<file path="config.mk">
export PLATFORM = sky130hd
export DESIGN_NAME = result_tx_packer_flat
export DESIGN_NICKNAME = d
export VERILOG_FILES = /design/src/rtl/usb_link_pkg.sv /design/src/rtl/result_tx_packer_if.sv /design/src/rtl/sync_word_fifo.sv /design/src/rtl/result_tx_packer.sv /design/src/flat_wrapper.sv
export SDC_FILE = /design/constraint.sdc
export NUM_CORES = 1
export LEC_CHECK = 0
export BUFFER_PORTS_ARGS = -buffer_cell sky130_fd_sc_hd__buf_2
export CORE_AREA = 2 2 212 214
export DETAILED_ROUTE_END_ITERATION = 10
export DIE_AREA = 0 0 214 216
export GPL_TIMING_DRIVEN = 1
export PLACE_DENSITY = 0.7
export SETUP_SLACK_MARGIN = 0.15
export SYNTH_ARGS = -nofsm -noshare
export SYNTH_HDL_FRONTEND = slang
export SYNTH_SLANG_ARGS = --single-unit
</file>
<file path="constraint.sdc">
create_clock -name clk -period 9.55 [get_ports clk]
set_clock_uncertainty 0.15 [all_clocks]
set_input_delay 0.955 -clock clk [delete_from_list [all_inputs] [get_ports clk]]
set_output_delay 0.955 -clock clk [all_outputs]
set_load 0.05 [all_outputs]
</file>
<file path="src/rtl/usb_link_pkg.sv">
// rtl/usb_link_pkg.sv - shared USB link constants: block size, pad byte, packer state encoding
// Contents: tx_state_e (IDLE/SEND/PAD/COMMIT), BLOCK_BYTES_DEFAULT, PAD_BYTE_DEFAULT, lane_byte()
package usb_link_pkg;

  localparam int         BLOCK_BYTES_DEFAULT = 256;
  localparam logic [7:0] PAD_BYTE_DEFAULT    = 8'h00;

  typedef enum logic [1:0] {
    ST_IDLE   = 2'd0,
    ST_SEND   = 2'd1,
    ST_PAD    = 2'd2,
    ST_COMMIT = 2'd3
  } tx_state_e;

  // Byte select within a 32-bit word; lane 0 is [7:0] and goes out first.
  function automatic logic [7:0] lane_byte(input logic [31:0] word, input logic [1:0] lane);
    logic [7:0] b;
    case (lane)
      2'd0:    b = word[7:0];
      2'd1:    b = word[15:8];
      2'd2:    b = word[23:16];
      default: b = word[31:24];
    endcase
    return b;
  endfunction

endpackage

</file>
<file path="src/rtl/result_tx_packer_if.sv">
// rtl/result_tx_packer_if.sv - result word input and USB TX byte bus bundle
// master: computation unit / driver side; slave: result_tx_packer
//   res_data/res_valid/res_ready : 32-bit result word handshake
//   frame_complete               : flush request pulse
//   FIFO_tx_BT                   : driver has room for one block
//   FIFO_tx_enable/FIFO_tx_din   : byte strobe and data
//   FIFO_tx_ready                : block committed pulse
//   tx_busy/frame_sent           : status
interface result_tx_packer_if;
  logic [31:0] res_data;
  logic        res_valid;
  logic        res_ready;
  logic        frame_complete;
  logic        FIFO_tx_BT;
  logic        FIFO_tx_enable;
  logic [7:0]  FIFO_tx_din;
  logic        FIFO_tx_ready;
  logic        tx_busy;
  logic        frame_sent;

  modport master (
    output res_data, res_valid, frame_complete, FIFO_tx_BT,
    input  res_ready, FIFO_tx_enable, FIFO_tx_din, FIFO_tx_ready, tx_busy, frame_sent
  );

  modport slave (
    input  res_data, res_valid, frame_complete, FIFO_tx_BT,
    output res_ready, FIFO_tx_enable, FIFO_tx_din, FIFO_tx_ready, tx_busy, frame_sent
  );
endinterface

</file>
<file path="src/rtl/sync_word_fifo.sv">
// rtl/sync_word_fifo.sv - single-clock word FIFO with registered write and show-ahead read
// Ports: clk, rst_n (async active-low), wr_en/wr_data, rd_en/rd_data (head word),
//        empty, full, count (0..DEPTH)
module sync_word_fifo #(
  parameter int WIDTH = 32,
  parameter int DEPTH = 16
) (
  input  logic                       clk,
  input  logic                       rst_n,
  input  logic                       wr_en,
  input  logic [WIDTH-1:0]           wr_data,
  input  logic                       rd_en,
  output logic [WIDTH-1:0]           rd_data,
  output logic                       empty,
  output logic                       full,
  output logic [$clog2(DEPTH):0]     count
);
  localparam int AW = $clog2(DEPTH);

  logic [WIDTH-1:0] mem [DEPTH];
  logic [AW:0]      wr_ptr, rd_ptr;
  logic             do_wr, do_rd;

  // Extra pointer MSB distinguishes full from empty when the indices match.
  assign empty   = (wr_ptr == rd_ptr);
  assign full    = (wr_ptr[AW] != rd_ptr[AW]) && (wr_ptr[AW-1:0] == rd_ptr[AW-1:0]);
  assign count   = wr_ptr - rd_ptr;
  assign rd_data = mem[rd_ptr[AW-1:0]];
  assign do_wr   = wr_en && !full;
  assign do_rd   = rd_en && !empty;

  always_ff @(posedge clk) begin
    if (do_wr) mem[wr_ptr[AW-1:0]] <= wr_data;
  end

  always_ff @(posedge clk or negedge rst_n) begin
    if (!rst_n) begin
      wr_ptr <= '0;
      rd_ptr <= '0;
    end else begin
      if (do_wr) wr_ptr <= wr_ptr + 1'b1;
      if (do_rd) rd_ptr <= rd_ptr + 1'b1;
    end
  end
endmodule

</file>
<file path="src/rtl/result_tx_packer.sv">
// rtl/result_tx_packer.sv - buffers 32-bit results and serialises them LSB-first into USB TX blocks
// Ports: clk, rst_n (async active-low), bus (result_tx_packer_if.slave):
//   result words in via res_data/res_valid/res_ready, flush via frame_complete,
//   bytes out via FIFO_tx_enable/FIFO_tx_din, FIFO_tx_ready per block, tx_busy, frame_sent
module result_tx_packer
  import usb_link_pkg::*;
#(
  parameter int         DEPTH       = 16,
  parameter int         BLOCK_BYTES = BLOCK_BYTES_DEFAULT,
  parameter logic [7:0] PAD_BYTE    = PAD_BYTE_DEFAULT
) (
  input  logic               clk,
  input  logic               rst_n,
  result_tx_packer_if.slave  bus
);
  localparam int              CW        = $clog2(BLOCK_BYTES);
  localparam int              PW        = $clog2(DEPTH) + 1;
  localparam logic [CW-1:0]   LAST_BYTE = CW'(BLOCK_BYTES - 1);

  logic [31:0]   head_word;
  logic          fifo_empty, fifo_full, fifo_push, fifo_pop;
  logic [PW-1:0] fifo_count;

  tx_state_e     state_q, state_d;
  logic [CW-1:0] byte_cnt_q, byte_cnt_d;
  logic [1:0]    lane_q, lane_d;
  logic          flush_pending_q, flush_pending_d;
  logic          pad_commit_q, pad_commit_d;
  logic          tx_enable_q, tx_enable_d;
  logic [7:0]    tx_din_q, tx_din_d;
  logic          tx_ready_q, tx_ready_d;
  logic          frame_sent_q, frame_sent_d;
  logic          issue_data, clear_flush;

  assign bus.res_ready = (fifo_count < PW'(DEPTH));
  assign fifo_push     = bus.res_valid && !fifo_full;

  sync_word_fifo #(.WIDTH(32), .DEPTH(DEPTH)) u_fifo (
    .clk     (clk),
    .rst_n   (rst_n),
    .wr_en   (fifo_push),
    .wr_data (bus.res_data),
    .rd_en   (fifo_pop),
    .rd_data (head_word),
    .empty   (fifo_empty),
    .full    (fifo_full),
    .count   (fifo_count)
  );

  always_ff @(posedge clk or negedge rst_n) begin
    if (!rst_n) begin
      state_q         <= ST_IDLE;
      byte_cnt_q      <= '0;
      lane_q          <= '0;
      flush_pending_q <= 1'b0;
      pad_commit_q    <= 1'b0;
      tx_enable_q     <= 1'b0;
      tx_din_q        <= '0;
      tx_ready_q      <= 1'b0;
      frame_sent_q    <= 1'b0;
    end else begin
      state_q         <= state_d;
      byte_cnt_q      <= byte_cnt_d;
      lane_q          <= lane_d;
      flush_pending_q <= flush_pending_d;
      pad_commit_q    <= pad_commit_d;
      tx_enable_q     <= tx_enable_d;
      tx_din_q        <= tx_din_d;
      tx_ready_q      <= tx_ready_d;
      frame_sent_q    <= frame_sent_d;
    end
  end

  always_comb begin
    state_d      = state_q;
    byte_cnt_d   = byte_cnt_q;
    lane_d       = lane_q;
    pad_commit_d = pad_commit_q;
    tx_enable_d  = 1'b0;
    tx_din_d     = tx_din_q;
    tx_ready_d   = 1'b0;
    frame_sent_d = 1'b0;
    fifo_pop     = 1'b0;
    issue_data   = 1'b0;
    clear_flush  = 1'b0;

    case (state_q)
      ST_IDLE: begin
        // The first byte is issued in the same cycle the block is granted,
        // so the registered strobe appears one cycle after BT is seen.
        if (!fifo_empty && bus.FIFO_tx_BT) begin
          issue_data = 1'b1;
          state_d    = ST_SEND;
        end else if (flush_pending_q && fifo_empty && (byte_cnt_q == '0)) begin
          frame_sent_d = 1'b1;
          clear_flush  = 1'b1;
        end
      end
      ST_SEND: begin
        // Words are only popped on lane 3, so an empty FIFO here is always
        // at a word boundary.
        if (!fifo_empty)          issue_data = 1'b1;
        else if (flush_pending_q) state_d    = ST_PAD;
      end
      ST_PAD: begin
        tx_enable_d = 1'b1;
        tx_din_d    = PAD_BYTE;
        byte_cnt_d  = byte_cnt_q + CW'(1);
        if (byte_cnt_q == LAST_BYTE) begin
          state_d      = ST_COMMIT;
          pad_commit_d = 1'b1;
        end
      end
      ST_COMMIT: begin
        tx_ready_d   = 1'b1;
        pad_commit_d = 1'b0;
        state_d      = ST_IDLE;
        if (pad_commit_q) begin
          frame_sent_d = 1'b1;
          clear_flush  = 1'b1;
        end
      end
      default: state_d = ST_IDLE;
    endcase

    if (issue_data) begin
      tx_enable_d = 1'b1;
      tx_din_d    = lane_byte(head_word, lane_q);
      lane_d      = lane_q + 2'd1;
      byte_cnt_d  = byte_cnt_q + CW'(1);
      fifo_pop    = (lane_q == 2'd3);
      if (byte_cnt_q == LAST_BYTE) state_d = ST_COMMIT;
    end

    // A clear in the same cycle as a new request wins; a request while one
    // is already pending has nothing further to do.
    if (clear_flush)             flush_pending_d = 1'b0;
    else if (bus.frame_complete) flush_pending_d = 1'b1;
    else                         flush_pending_d = flush_pending_q;
  end

  assign bus.FIFO_tx_enable = tx_enable_q;
  assign bus.FIFO_tx_din    = tx_din_q;
  assign bus.FIFO_tx_ready  = tx_ready_q;
  assign bus.tx_busy        = (state_q != ST_IDLE);
  assign bus.frame_sent     = frame_sent_q;
endmodule

</file>
<file path="src/flat_wrapper.sv">
// flat-port wrapper written by rule: the top's interface ports become plain ports
module result_tx_packer_flat import usb_link_pkg::*;
#(
  parameter int         DEPTH       = 16,
  parameter int         BLOCK_BYTES = BLOCK_BYTES_DEFAULT,
  parameter logic [7:0] PAD_BYTE    = PAD_BYTE_DEFAULT
)
  (clk, rst_n, bus_res_data, bus_res_valid, bus_frame_complete, bus_FIFO_tx_BT, bus_res_ready, bus_FIFO_tx_enable, bus_FIFO_tx_din, bus_FIFO_tx_ready, bus_tx_busy, bus_frame_sent);
  result_tx_packer_if bus_i ();
  input  logic clk;
  input  logic rst_n;
  input wire logic [$bits(bus_i.res_data)-1:0] bus_res_data;
  input wire logic [$bits(bus_i.res_valid)-1:0] bus_res_valid;
  input wire logic [$bits(bus_i.frame_complete)-1:0] bus_frame_complete;
  input wire logic [$bits(bus_i.FIFO_tx_BT)-1:0] bus_FIFO_tx_BT;
  output wire logic [$bits(bus_i.res_ready)-1:0] bus_res_ready;
  output wire logic [$bits(bus_i.FIFO_tx_enable)-1:0] bus_FIFO_tx_enable;
  output wire logic [$bits(bus_i.FIFO_tx_din)-1:0] bus_FIFO_tx_din;
  output wire logic [$bits(bus_i.FIFO_tx_ready)-1:0] bus_FIFO_tx_ready;
  output wire logic [$bits(bus_i.tx_busy)-1:0] bus_tx_busy;
  output wire logic [$bits(bus_i.frame_sent)-1:0] bus_frame_sent;
  assign bus_i.res_data = bus_res_data;
  assign bus_i.res_valid = bus_res_valid;
  assign bus_i.frame_complete = bus_frame_complete;
  assign bus_i.FIFO_tx_BT = bus_FIFO_tx_BT;
  assign bus_res_ready = bus_i.res_ready;
  assign bus_FIFO_tx_enable = bus_i.FIFO_tx_enable;
  assign bus_FIFO_tx_din = bus_i.FIFO_tx_din;
  assign bus_FIFO_tx_ready = bus_i.FIFO_tx_ready;
  assign bus_tx_busy = bus_i.tx_busy;
  assign bus_frame_sent = bus_i.frame_sent;
  result_tx_packer #(.DEPTH(DEPTH), .BLOCK_BYTES(BLOCK_BYTES), .PAD_BYTE(PAD_BYTE)) u_core (.clk(clk), .rst_n(rst_n), .bus(bus_i));
endmodule
</file>
After elaboration in Yosys (flattened, before gate mapping)
Memory sizes are Yosys's and may differ from the RTL's. Cells that the tools add are included.

Register bits: 35. Bits in writable memories: 512. Bits of input ports: 37. Output and inout bits: 13. Word-level logic and storage cells: 75. Memories: 1.

Memory list: u_core.u_fifo.mem (words 16, width 32, rd ports 1, clocked after Yosys merged registers in 0, wr ports 1, line sync_word_fifo.sv:20) `logic [WIDTH-1:0] mem [DEPTH];`.

Add/sub/neg operators: 5. Order comparisons: 1. Eq/ne operators: 11. Muxes and demuxes: 29. Reduce and logical (&&, ||, !) cells: 17.

Operators by type and width (number): $mux W8 (4); $pmux W8 S3 (1); $mux W1 (14); $mux W2 (6); $add A5 B1 Y5 const B (2); $add A8 B1 Y8 const B (1); $eq A2 B2 Y1 const B (4); $eq A8 B8 Y1 const B (1); $logic_not A8 Y1 (1); $pmux W2 S4 (1); $reduce_bool A2 Y1 (4); $logic_and A1 B1 Y1 (7); $pmux W1 S2 (3); $eq A5 B5 Y1 (1); $lt A5 B5 Y1 const B (1); $sub A5 B5 Y5 (1); $eq A2 B1 Y1 const B (2); $eq A4 B4 Y1 (1); $logic_not A2 Y1 (2); $add A2 B1 Y2 const B (1); $logic_not A1 Y1 (2); $ne A2 B1 Y1 const B (1); $reduce_and A2 Y1 (1); $ne A1 B1 Y1 (1).

Longest topological paths before layout
Gate-level depths: netlist of run 1.

Word-level depth: 7. Depth in mapped cells: 10. Depth with buffers taken out: 8.

Modules after synthesis
Synthesis of run 1 repeated with hierarchy kept, for this count alone.

Cells, all modules: 1074. Area, all modules: 21733.3 sq um.

By module, submodules not included: sync_word_fifo (times used 1, cells an instance 938, area each 20305.7 sq um); result_tx_packer (times used 1, cells an instance 136, area each 1427.6 sq um).

Least setup slack after synthesis of run 1
Ideal clock, no wire load.

Kind: register to register. Start point: register u_core.u_fifo.rd_ptr[3]. End point: memory u_core.u_fifo.mem[3][0], enable pin. Library setup time: 0.461 ns. Data arrival time: 3.924 ns. Path slack: 5.015 ns. Stages on the path, launching flop included: 8. Clock period less this slack: 4.535 ns. Cells stage by stage: dfrtp_1 clkbuf_1 inv_1 ha_1 and4_1 a21boi_2 nand2_1 nor3_1.

Cells in the longest elaborated chain, start to end: 7.

Ends and longest elaborated chain: start, declared (line sync_word_fifo.sv:21) `logic [AW:0] wr_ptr, rd_ptr;`; start signal, assigned (line sync_word_fifo.sv:42) `if (do_rd) rd_ptr <= rd_ptr + 1'b1;`; $eq A4 B4 Y1 (*) (line sync_word_fifo.sv:26) `assign full = (wr_ptr[AW] != rd_ptr[AW]) && (wr_ptr[AW-1:0] == rd_ptr[AW-1:0]);`; $logic_and A1 B1 Y1 (*) (line sync_word_fifo.sv:26); $logic_not A1 Y1 (*) (line sync_word_fifo.sv:29, result_tx_packer.sv:36); $logic_and A1 B1 Y1 (line result_tx_packer.sv:36) `assign fifo_push = bus.res_valid && !fifo_full;`; $logic_and A1 B1 Y1 (*) (line sync_word_fifo.sv:29) `assign do_wr = wr_en && !full;`; $mux W1 (*) (line sync_word_fifo.sv:33) `if (do_wr) mem[wr_ptr[AW-1:0]] <= wr_data;`; $mux W1 (not written as such) (*) (line sync_word_fifo.sv:33); end, declared (line sync_word_fifo.sv:20).

Mark *: on every way between the ends. The rest lies on a longest branch, timed or not.

Worst setup path in the final report of run 1
Start point: register u_core.u_fifo.rd_ptr[1]. End point: output port bus_res_ready.

Cells in the longest elaborated chain, start to end: 2.

Ends and longest elaborated chain: $sub A5 B5 Y5 (line sync_word_fifo.sv:27) `assign count = wr_ptr - rd_ptr;`; $lt A5 B5 Y1 (line result_tx_packer.sv:35) `assign bus.res_ready = (fifo_count < PW'(DEPTH));`; end, declared (line flat_wrapper.sv:16) `output wire logic [$bits(bus_i.res_ready)-1:0] bus_res_ready;`.

Every way passes these cells.

==> results of run 1 <==
final cells by class:
type                            count  area (µm²)
Multi-Input combinational cell    570        5114
Clock inverter                     34       301.5
Fill cell                        3301       19450
Tap cell                          592       740.7
Timing Repair Buffer               80       495.5
Clock buffer                       65        1424
Inverter                           14       55.05
Sequential cell                   547       16250
cell usage in the layout (no fill, tap or decap), types with 9 or more instances in the layout:
| master | Yosys | routed |
|---|---|---|
| a31oi_1 | 17 | 17 |
| mux2i_1 | 71 | 71 |
| o21ai_0 | 13 | 13 |
| clkinv_2 | 0 | 15 |
| dfrtp_1 | 35 | 34 |
| buf_2 | 12 | 49 |
| edfxtp_1 | 512 | 512 |
| a2111oi_0 | 32 | 30 |
| xnor2_1 | 15 | 15 |
| nand2_1 | 24 | 24 |
| mux4_2 | 32 | 32 |
| o22ai_1 | 48 | 48 |
| mux2_2 | 89 | 89 |
| a21oi_1 | 28 | 27 |
| clkbuf_1 | 16 | 9 |
| ha_1 | 20 | 20 |
| a211oi_1 | 55 | 55 |
| buf_4 | 15 | 29 |
| clkbuf_16 | 0 | 55 |
| nor2b_1 | 43 | 43 |
| nor2_4 | 0 | 12 |
| a22oi_1 | 9 | 9 |
| nor4_1 | 9 | 9 |
| inv_1 | 13 | 13 |
cell usage after synthesis (2+ instances only):
master     number  area (µm²)
and2_1          2       12.51
xnor2_1        15       131.4
buf_8           2       30.03
nand4_1         7       43.79
buf_6          12       135.1
and4_1          2       17.52
nand3_1         5       25.02
nor2_1         20       75.07
o22ai_1        48       300.3
edfxtp_1      512       15370
buf_2          12       60.06
nor3_1          7       35.03
o21ai_0        13       65.06
o31ai_1         2       15.01
a21oi_1        28       140.1
clkbuf_1       16       60.06
dfrtp_1        35       875.8
nor4_1          9       56.30
inv_1          13       48.80
nand2_1        24       90.09
nor2b_1        43       269.0
xor2_1          4       35.03
buf_12          2       40.04
a31oi_1        17       106.4
mux4_2         32       720.7
mux2_2         89        1002
a211oi_1       55       412.9
ha_1           20       250.2
buf_1           3       11.26
mux2i_1        71       710.7
buf_4          15       112.6
a22oi_1         9       67.56
a2111oi_0      32       280.3
nand2b_1        6       37.54
power by group:
part	switching (W)	internal (W)	leakage, nW	total [W]
sequential	0.0000611	0.00286	5.06	0.00292
clock	0.000876	0.00119	0.843	0.00207
combinational	0.000311	0.000107	1.78	0.000418
worst min path at each step:
stage / start / to / depth (start not counted)
CTS: rst_n / u_core.bus.FIFO_tx_enable / 1
floorplan: u_core.byte_cnt_q[5] / u_core.byte_cnt_q[5] / 1
global placement: u_core.byte_cnt_q[5] / u_core.byte_cnt_q[5] / 1
global route: rst_n / u_core.bus.FIFO_tx_ready / 1
finish: rst_n / u_core.bus.FIFO_tx_din[2] / 1
detailed placement: u_core.byte_cnt_q[5] / u_core.byte_cnt_q[5] / 1
flip-flops by register name (all words and copies together), names as in the netlist, 2 cells and up:
signal	count
u_core.byte_cnt_q	8
u_core.u_fifo.wr_ptr	5
u_core.bus.FIFO_tx_din	8
u_core.lane_q	2
u_core.state_q	2
u_core.u_fifo.mem	512
u_core.u_fifo.rd_ptr	5
worst reg2reg max path: stages, from the launching register on:
cell	delay, ps
dfrtp_1	1080
inv_4	230
ha_1	360
and4_1	260
a21boi_2	350
nand2_1	320
nor2_4	1010
routing by layer:
metal,part of all wire,vias up,GRT usage,routed length (µm)
met1,0.43,5797,0.3004,20760
met2,0.47,478,0.3256,22750
met5,0.00027,-,0,13
li1,-,4987,-,-
met3,0.073,90,0.03975,3562
met4,0.029,2,0.07669,1401
through the flow:
step           power (W)  std cells
3_5_place_dp    0.003386       1802
4_1_cts         0.005433       1901
2_1_floorplan   0.003178       1193
3_3_place_gp    0.003367       1802
5_1_grt         0.005572       1902
6_report        0.005407       1902
kinds of logic (layout without fill, tap and decap cells):
logic type / after synthesis / count (layout) / synth area share
AOI/OAI and AO/OA: 210 / 210 / 0.06663
xor gates and xnor gates: 19 / 19 / 0.007653
adders and majority gates: 20 / 20 / 0.01151
buffers and inverters: 76 / 193 / 0.02319
DFF: 547 / 547 / 0.7473
muxes: 192 / 192 / 0.1119
and+or+nand+nor: 129 / 129 / 0.03176
==> impl_results.md, run 1 <==
* Critical path depth in cells at 8
* Non-Filler Cell Area, Final at between 20000 and 25000 µm²
* Chip width at approximately 210 µm
* Crit-path max FO at 26
* Worst reg2reg path depth at 6
* DRC viols at 0
* First DRT Iteration DRCs at 1135
* Yosys cell types at 45
* CTS Hold Bufs at 0
* Yosys warning total at 0
* CTS buffer count at 53
* Largest stage delay, worst path at between 1000 and 1500 ps
* Crit path to: bus_res_ready
* Post-synth EDFFs at between 500 and 600
* # rows at 77
* Critical path endpoint category: output port
* Clock buffer depth at 3
* Worst-margin pin slew at 1358 ps
* Mapped Nets at 1250
* Synth Instances at 1193
* Post-synthesis sequential area ratio at 0.7473
* Post-route minimum period at 4481 ps
* Area Overhead vs Synth at 12.14%
* Hold Vio Cnt, Final at 0
* Asr flop ratio synth at 0.06399
* Critical Path RT at 8450 ps
* Final ANT Viol Nets at 0
* Final setup margin at 5069 ps
* First-pass GRT wire length at just over 70 mm
* Max VDD drop at 0.1435 mV
* Final global-route overflow total at 0
* Crit. Startpoint: u_core.u_fifo.rd_ptr[1]
* Post-CTS Resized at 0
* Status: complete, no violations
* Core ar. at 43840 µm²
* Max-slew violation count at 0
* TNS Setup at 0 ps
* DR pass1 iterations at 5
* Total GRT Usage at 0.2105
* Initial core utilization at 0.4960
* Crit path launch type: register
* WS Path Type: register to output port
* Register bit total from synthesis at 547
* Pre-CTS setup slack at 5336 ps
* Critical path arrival at 3380 ps
* PortBufs at 49
* RePlAce Congestion at 0.8324
* Max cap viols at 0
* Reg2Reg Setup Slack at 5380 ps
* Max Clk Rate at 223.2 MHz
* Die H at 216 µm
* Final setup violation count at 0
* Fin crit share at 0.4692
* Reg-to-reg endpoint: u_core.u_fifo.mem[11][25]
* Synth Cell Area at 21740 µm²
* Cell family with most CP delay: flip-flops
* Fin nets at 1323
* Hold crit path type: input pin to asynchronous set/reset pin
* IO Pins at 50
* Via/cell ratio at 5.970
* CTS Sinks at 547
* Top FF cell, synth: edfxtp_1
* CTS root buffer: clkbuf_16
* Initial antenna violation count at 1
* Worst-path clk slew at ~70 ps
* Die area at 46220 µm²
* Vias post-DR at approximately 11000
* # Post-CTS Setup Buffers at 0
* # H-tree levels at 2
* RR Startpoint: u_core.u_fifo.rd_ptr[1]
* LEAKAGE at 7.675 nW
* CP Cell Sequence: inv_4, ha_1, nor2b_1, o21ai_0, nand2b_1, a21oi_1, xnor2_1, buf_2
* Post-Route WL at 48.50 mm
* RSZ-0062 raised after global routing: no
* Max transition margin at 0.07121
* WL/cell at 25.50 µm
* Pin count of the biggest net entering global routing at 141
* Final Util at 0.5563
* Hpwl dp at ~28 mm
* Antenna cell count at 0
* Share of layout cells above drive strength 1 at 0.2336
* Synth Area per Inst at 18.23 µm²
* Clock tree from TritonCTS: built
* DP Area at about 23000 µm²
* Worst Path Buf+Inv at 2
* Vias in the first global route at 11030
* P per Cell Area at 221.7 nW/µm²
* Final hold slack at around 320 ps
* Slowest library cell on the worst path: dfrtp_1
* Skew-Pair Late Insertion Delay at 610 ps
Note: power is estimated with default switching activity, not from simulation.
==> run 2: changes to the inputs <==
- ABC_AREA: default -> 1
- CORE_AREA: 2 2 212 214 -> 2 2 221 223
- DIE_AREA: 0 0 214 216 -> 0 0 223 225
- PLACE_DENSITY: 0.7 -> 0.73
- clock period: 9.55 -> 3.7 ns (I/O delays scaled with it)
==> impl_results.md, run 2 <==
* Post-route minimum period at between 2000 and 3000 ps
* Crit-path max FO at 5 (was 26)
* Die H at 225 µm (was 216 µm)
* Initial antenna violation count at 1 (unchanged)
* Critical path endpoint category: output port (unchanged)
* Compound-Gate Fraction of Synth Area at 0.01100 (was 0.06663)
* RePlAce Congestion at 0.8926 (was 0.8324)
* Synth top area cells: edfxtp_1 65%, nand2_1 13%, nand3_1 6.5% (was edfxtp_1 71%, mux2_2 4.6%, dfrtp_1 4.0%)
* Worst-path clk slew at 60 ps (was 70 ps)
* Final hold slack at 42.25 ps (was 318.3 ps)
* Synth Instances at 2261 (was 1193)
* Fin crit share at 0.7929
* Crit path to: bus_res_ready (unchanged)
* Area Overhead vs Synth at 11.20% (was 12.14%)
* Hpwl dp at 33.86 mm (was 28.34 mm)
* Leading area contributor after synthesis: edfxtp_1 (unchanged)
* Reg2Reg Setup Slack at 890 ps (was 5380 ps)
* Post-Route WL at 55.72 mm (was 48.50 mm)
* Final global-route overflow total at 0 (unchanged)
* Post-synthesis simple-gate area fraction at 0.2102 (was 0.03176)
* Final setup violation count at 0 (unchanged)
* Initial core utilization at 0.4978 (was 0.4960)
* Fin nets at 2353 (was 1323)
* Combinational share of power at 0.365 (was 0.077)
* Clock share of power at 0.255 (was 0.383)
* Clock tree from TritonCTS: built (unchanged)
* Hold_sp: bus_res_data[15]
* Post-synth top cells: 836 x nand2_1, 512 x edfxtp_1, 309 x nand3_1 (was 512 x edfxtp_1, 89 x mux2_2, 71 x mux2i_1)
* Yosys warning total at 0 (unchanged)
* WS Path Type: register to output port (unchanged)
* Final setup margin at 766.2 ps (was 5069 ps)
* Skew-Pair Late Insertion Delay at 610 ps (about the same)
* Worst-margin pin slew at 877.1 ps (was 1358 ps)
* Max Clk Rate at 340.9 MHz
* Total GRT Usage at 0.2233 (was 0.2105)
* Fill count at 3804 (was 3301)
* Hold crit path type: input pin to register (was input pin to asynchronous set/reset pin)
* Reg-to-reg endpoint: u_core.u_fifo.mem[11][19] (was u_core.u_fifo.mem[11][25])
* Multiplexer share of the synthesized area at 0 (was 0.1119)
* CTS buffer count at 54 (was 53)
* Top FF cell, synth: edfxtp_1 (unchanged)
* RR Startpoint: u_core.u_fifo.wr_ptr[0] (was u_core.u_fifo.rd_ptr[1])
* DR pass1 iterations at 8 (was 5)
* Crit. Startpoint: u_core.u_fifo.wr_ptr[1] (was u_core.u_fifo.rd_ptr[1])
* Sw frac at 0.3908 (was 0.2309)
* Critical path arrival at 2410 ps (was 3380 ps)
* Asr flop ratio synth at 0.06399 (unchanged)
* First DRT Iteration DRCs at 1750 (was 1135)
* Adder-cell share of the synthesized area at 0.01057 (was 0.01151)
* Post-synthesis sequential area ratio at 0.6866 (was 0.7473)
* Die area at 50180 µm² (was 46220 µm²)
* Xor/xnor share of the synthesized area at 0.006661 (was 0.007653)
* Clock buffer depth at 3 (unchanged)
* Count leader, synth: nand2_1 (was edfxtp_1)
* Status: complete, no violations (unchanged)
* IO Pins at 50 (unchanged)
* Share of the synthesized area in the top cell type at 0.6496 (was 0.7071)
* CTS root buffer: clkbuf_16 (unchanged)
* DP Area at 24600 µm² (was 22650 µm²)
* Pin count of the biggest net entering global routing at 147 (was 141)
* Register bit total from synthesis at 547 (unchanged)
* Via/cell ratio at 5.363 (was 5.970)
* CTS Sinks at 547 (unchanged)
* P per Cell Area at 783.1 nW/µm² (was 221.7 nW/µm²)
* Mapped Nets at 2318 (was 1250)
* Most frequent cells in the layout: 836 x nand2_1, 512 x edfxtp_1, 309 x nand3_1 (was 512 x edfxtp_1, 89 x mux2_2, 71 x mux2i_1)
* Max cap viols at 0 (unchanged)
* Main combinational cell family by area after synthesis: simple AND/OR/NAND/NOR gates (was multiplexers)
* # Post-CTS Setup Buffers at 0 (unchanged)
* Yosys cell types at 29 (was 45)
* PortBufs at 49 (unchanged)
* Max-slew violation count at 0 (unchanged)
* Critical Path RT at 3180 ps (was 8450 ps)
* Vias in the first global route at 15240 (was 11030)
* Pre-CTS setup slack at 917.2 ps (was 5336 ps)
* Synth Area per Inst at 10.47 µm² (was 18.23 µm²)
* Post-synth EDFFs at 512 (unchanged)
* Reg power frac at 0.381 (was 0.540)
* RSZ-0062 raised after global routing: no (unchanged)
* Core ar. at 47550 µm² (was 43840 µm²)
* Share of layout cells above drive strength 1 at 0.07445 (was 0.2336)
* Non-Filler Cell Area, Final at 26320 µm² (was 24380 µm²)
* Final ANT Viol Nets at 0 (unchanged)
* Synth Cell Area at 23670 µm² (was 21740 µm²)
* Vias post-DR at 15840 (was 11350)
* # H-tree levels at 2 (unchanged)
* TNS Setup at 0 ps (unchanged)
* P_sw at 0.008054 W (was 0.001248 W)
* Pwr Total at 0.02061 W (was 0.005407 W)
* First-pass GRT wire length at 85.50 mm (was 71.98 mm)
* Hold Vio Cnt, Final at 0 (unchanged)
* Worst reg2reg path depth at 10 (was 6)
* Chip width at 223 µm (was 214 µm)
* # rows at 80 (was 77)
* Max reg flops at 512 (unchanged)
* P_int at 0.01255 W (was 0.004158 W)
* Commonest non-fill, non-tap cell in the layout: nand2_1 (was edfxtp_1)
* LEAKAGE at 11.02 nW (was 7.675 nW)
* Crit path launch type: register (unchanged)
* Max VDD drop at 0.6583 mV (was 0.1435 mV)
* DRC viols at 0 (unchanged)
* Max transition margin at 0.4139 (was 0.07121)
* WL/cell at 18.87 µm (was 25.50 µm)
-- run 2: cell count changes in the layout (fill, tap and decap cells not counted), sizes merged, moves of 43 or more --
cell    delta
mux2i     -71
mux2      -89
o22ai     -48
nand2    +814
a211oi    -55
inv      +278
nand3    +305
nor2b     -43
-- run 2: critical path, stage by stage, from the launching register on --
cell	delay, ps
dfrtp_1	450
ha_1	330
inv_1	40
nor2_1	80
nor2_1	40
o21ai_0	200
xor2_1	330
buf_2	340
-- run 2: layout make-up --
cell class	count	area, µm²	share of cell area
inverter	308	1164	0.04421
timing repair buffer	85	675.6	0.02567
clock inverter	33	267.8	0.01017
sequential	547	16260	0.6178
tap	615	769.5	0.02924
clock buffer	64	1410	0.05358
multi-input combinational	1300	5771	0.2193
antenna	1	2.502	0.00009508
-- run 2: metrics by stage --
step                utilization  std cells
CTS                      0.5535       2952
floorplan                     -       2261
global placement         0.5173       2851
finish                   0.5535       2953
detailed placement       0.5173       2851
global route             0.5535       2953
-- run 2: per-layer routing --
layer / part of all wire / global-route usage
met4: 0.028 / 0.08184
met5: 0 / 0
met3: 0.090 / 0.03820
met2: 0.46 / 0.3601
met1: 0.42 / 0.3071
-- run 2: cells by family (layout without fill, tap and decap cells) --
kind of cell             Yosys count  in the layout
other                              0              1
AO/OA/AOI/OAI                     48             48
XOR/XNOR                          18             18
AND/OR/NAND/NOR                 1214           1214
flip-flops                       547            547
adder cells (fa/ha/maj)           20             20
buffers and inverters            414            490
-- run 2: worst min-delay path by stage --
stage	to	slack, ps	cells after the start
global placement	u_core.u_fifo.rd_ptr[4]	330	1
floorplan	u_core.bus.FIFO_tx_din[0]	-80	0
finish	u_core.u_fifo.mem[8][15]	40	1
global route	u_core.u_fifo.mem[12][19]	30	1
detailed placement	u_core.u_fifo.rd_ptr[4]	330	1
CTS	u_core.u_fifo.mem[12][19]	9	1
-- run 2: what timing repair did --
| action | in CTS | in global routing |
|---|---|---|
| hold endpoints to repair | 38 | 0 |
| resized for setup | 0 | 0 |
| hold buffers | 4 | 0 |
-- run 2: power groups by stage --
stage                     clock, W  combinational [W]  sequential (W)
after detailed placement         0            0.00737         0.00796
after floorplan                  0            0.00519         0.00803
final                      0.00525            0.00751         0.00785
after global routing       0.00555            0.00824         0.00790
after global placement           0            0.00723         0.00794
after CTS                  0.00532            0.00744         0.00784
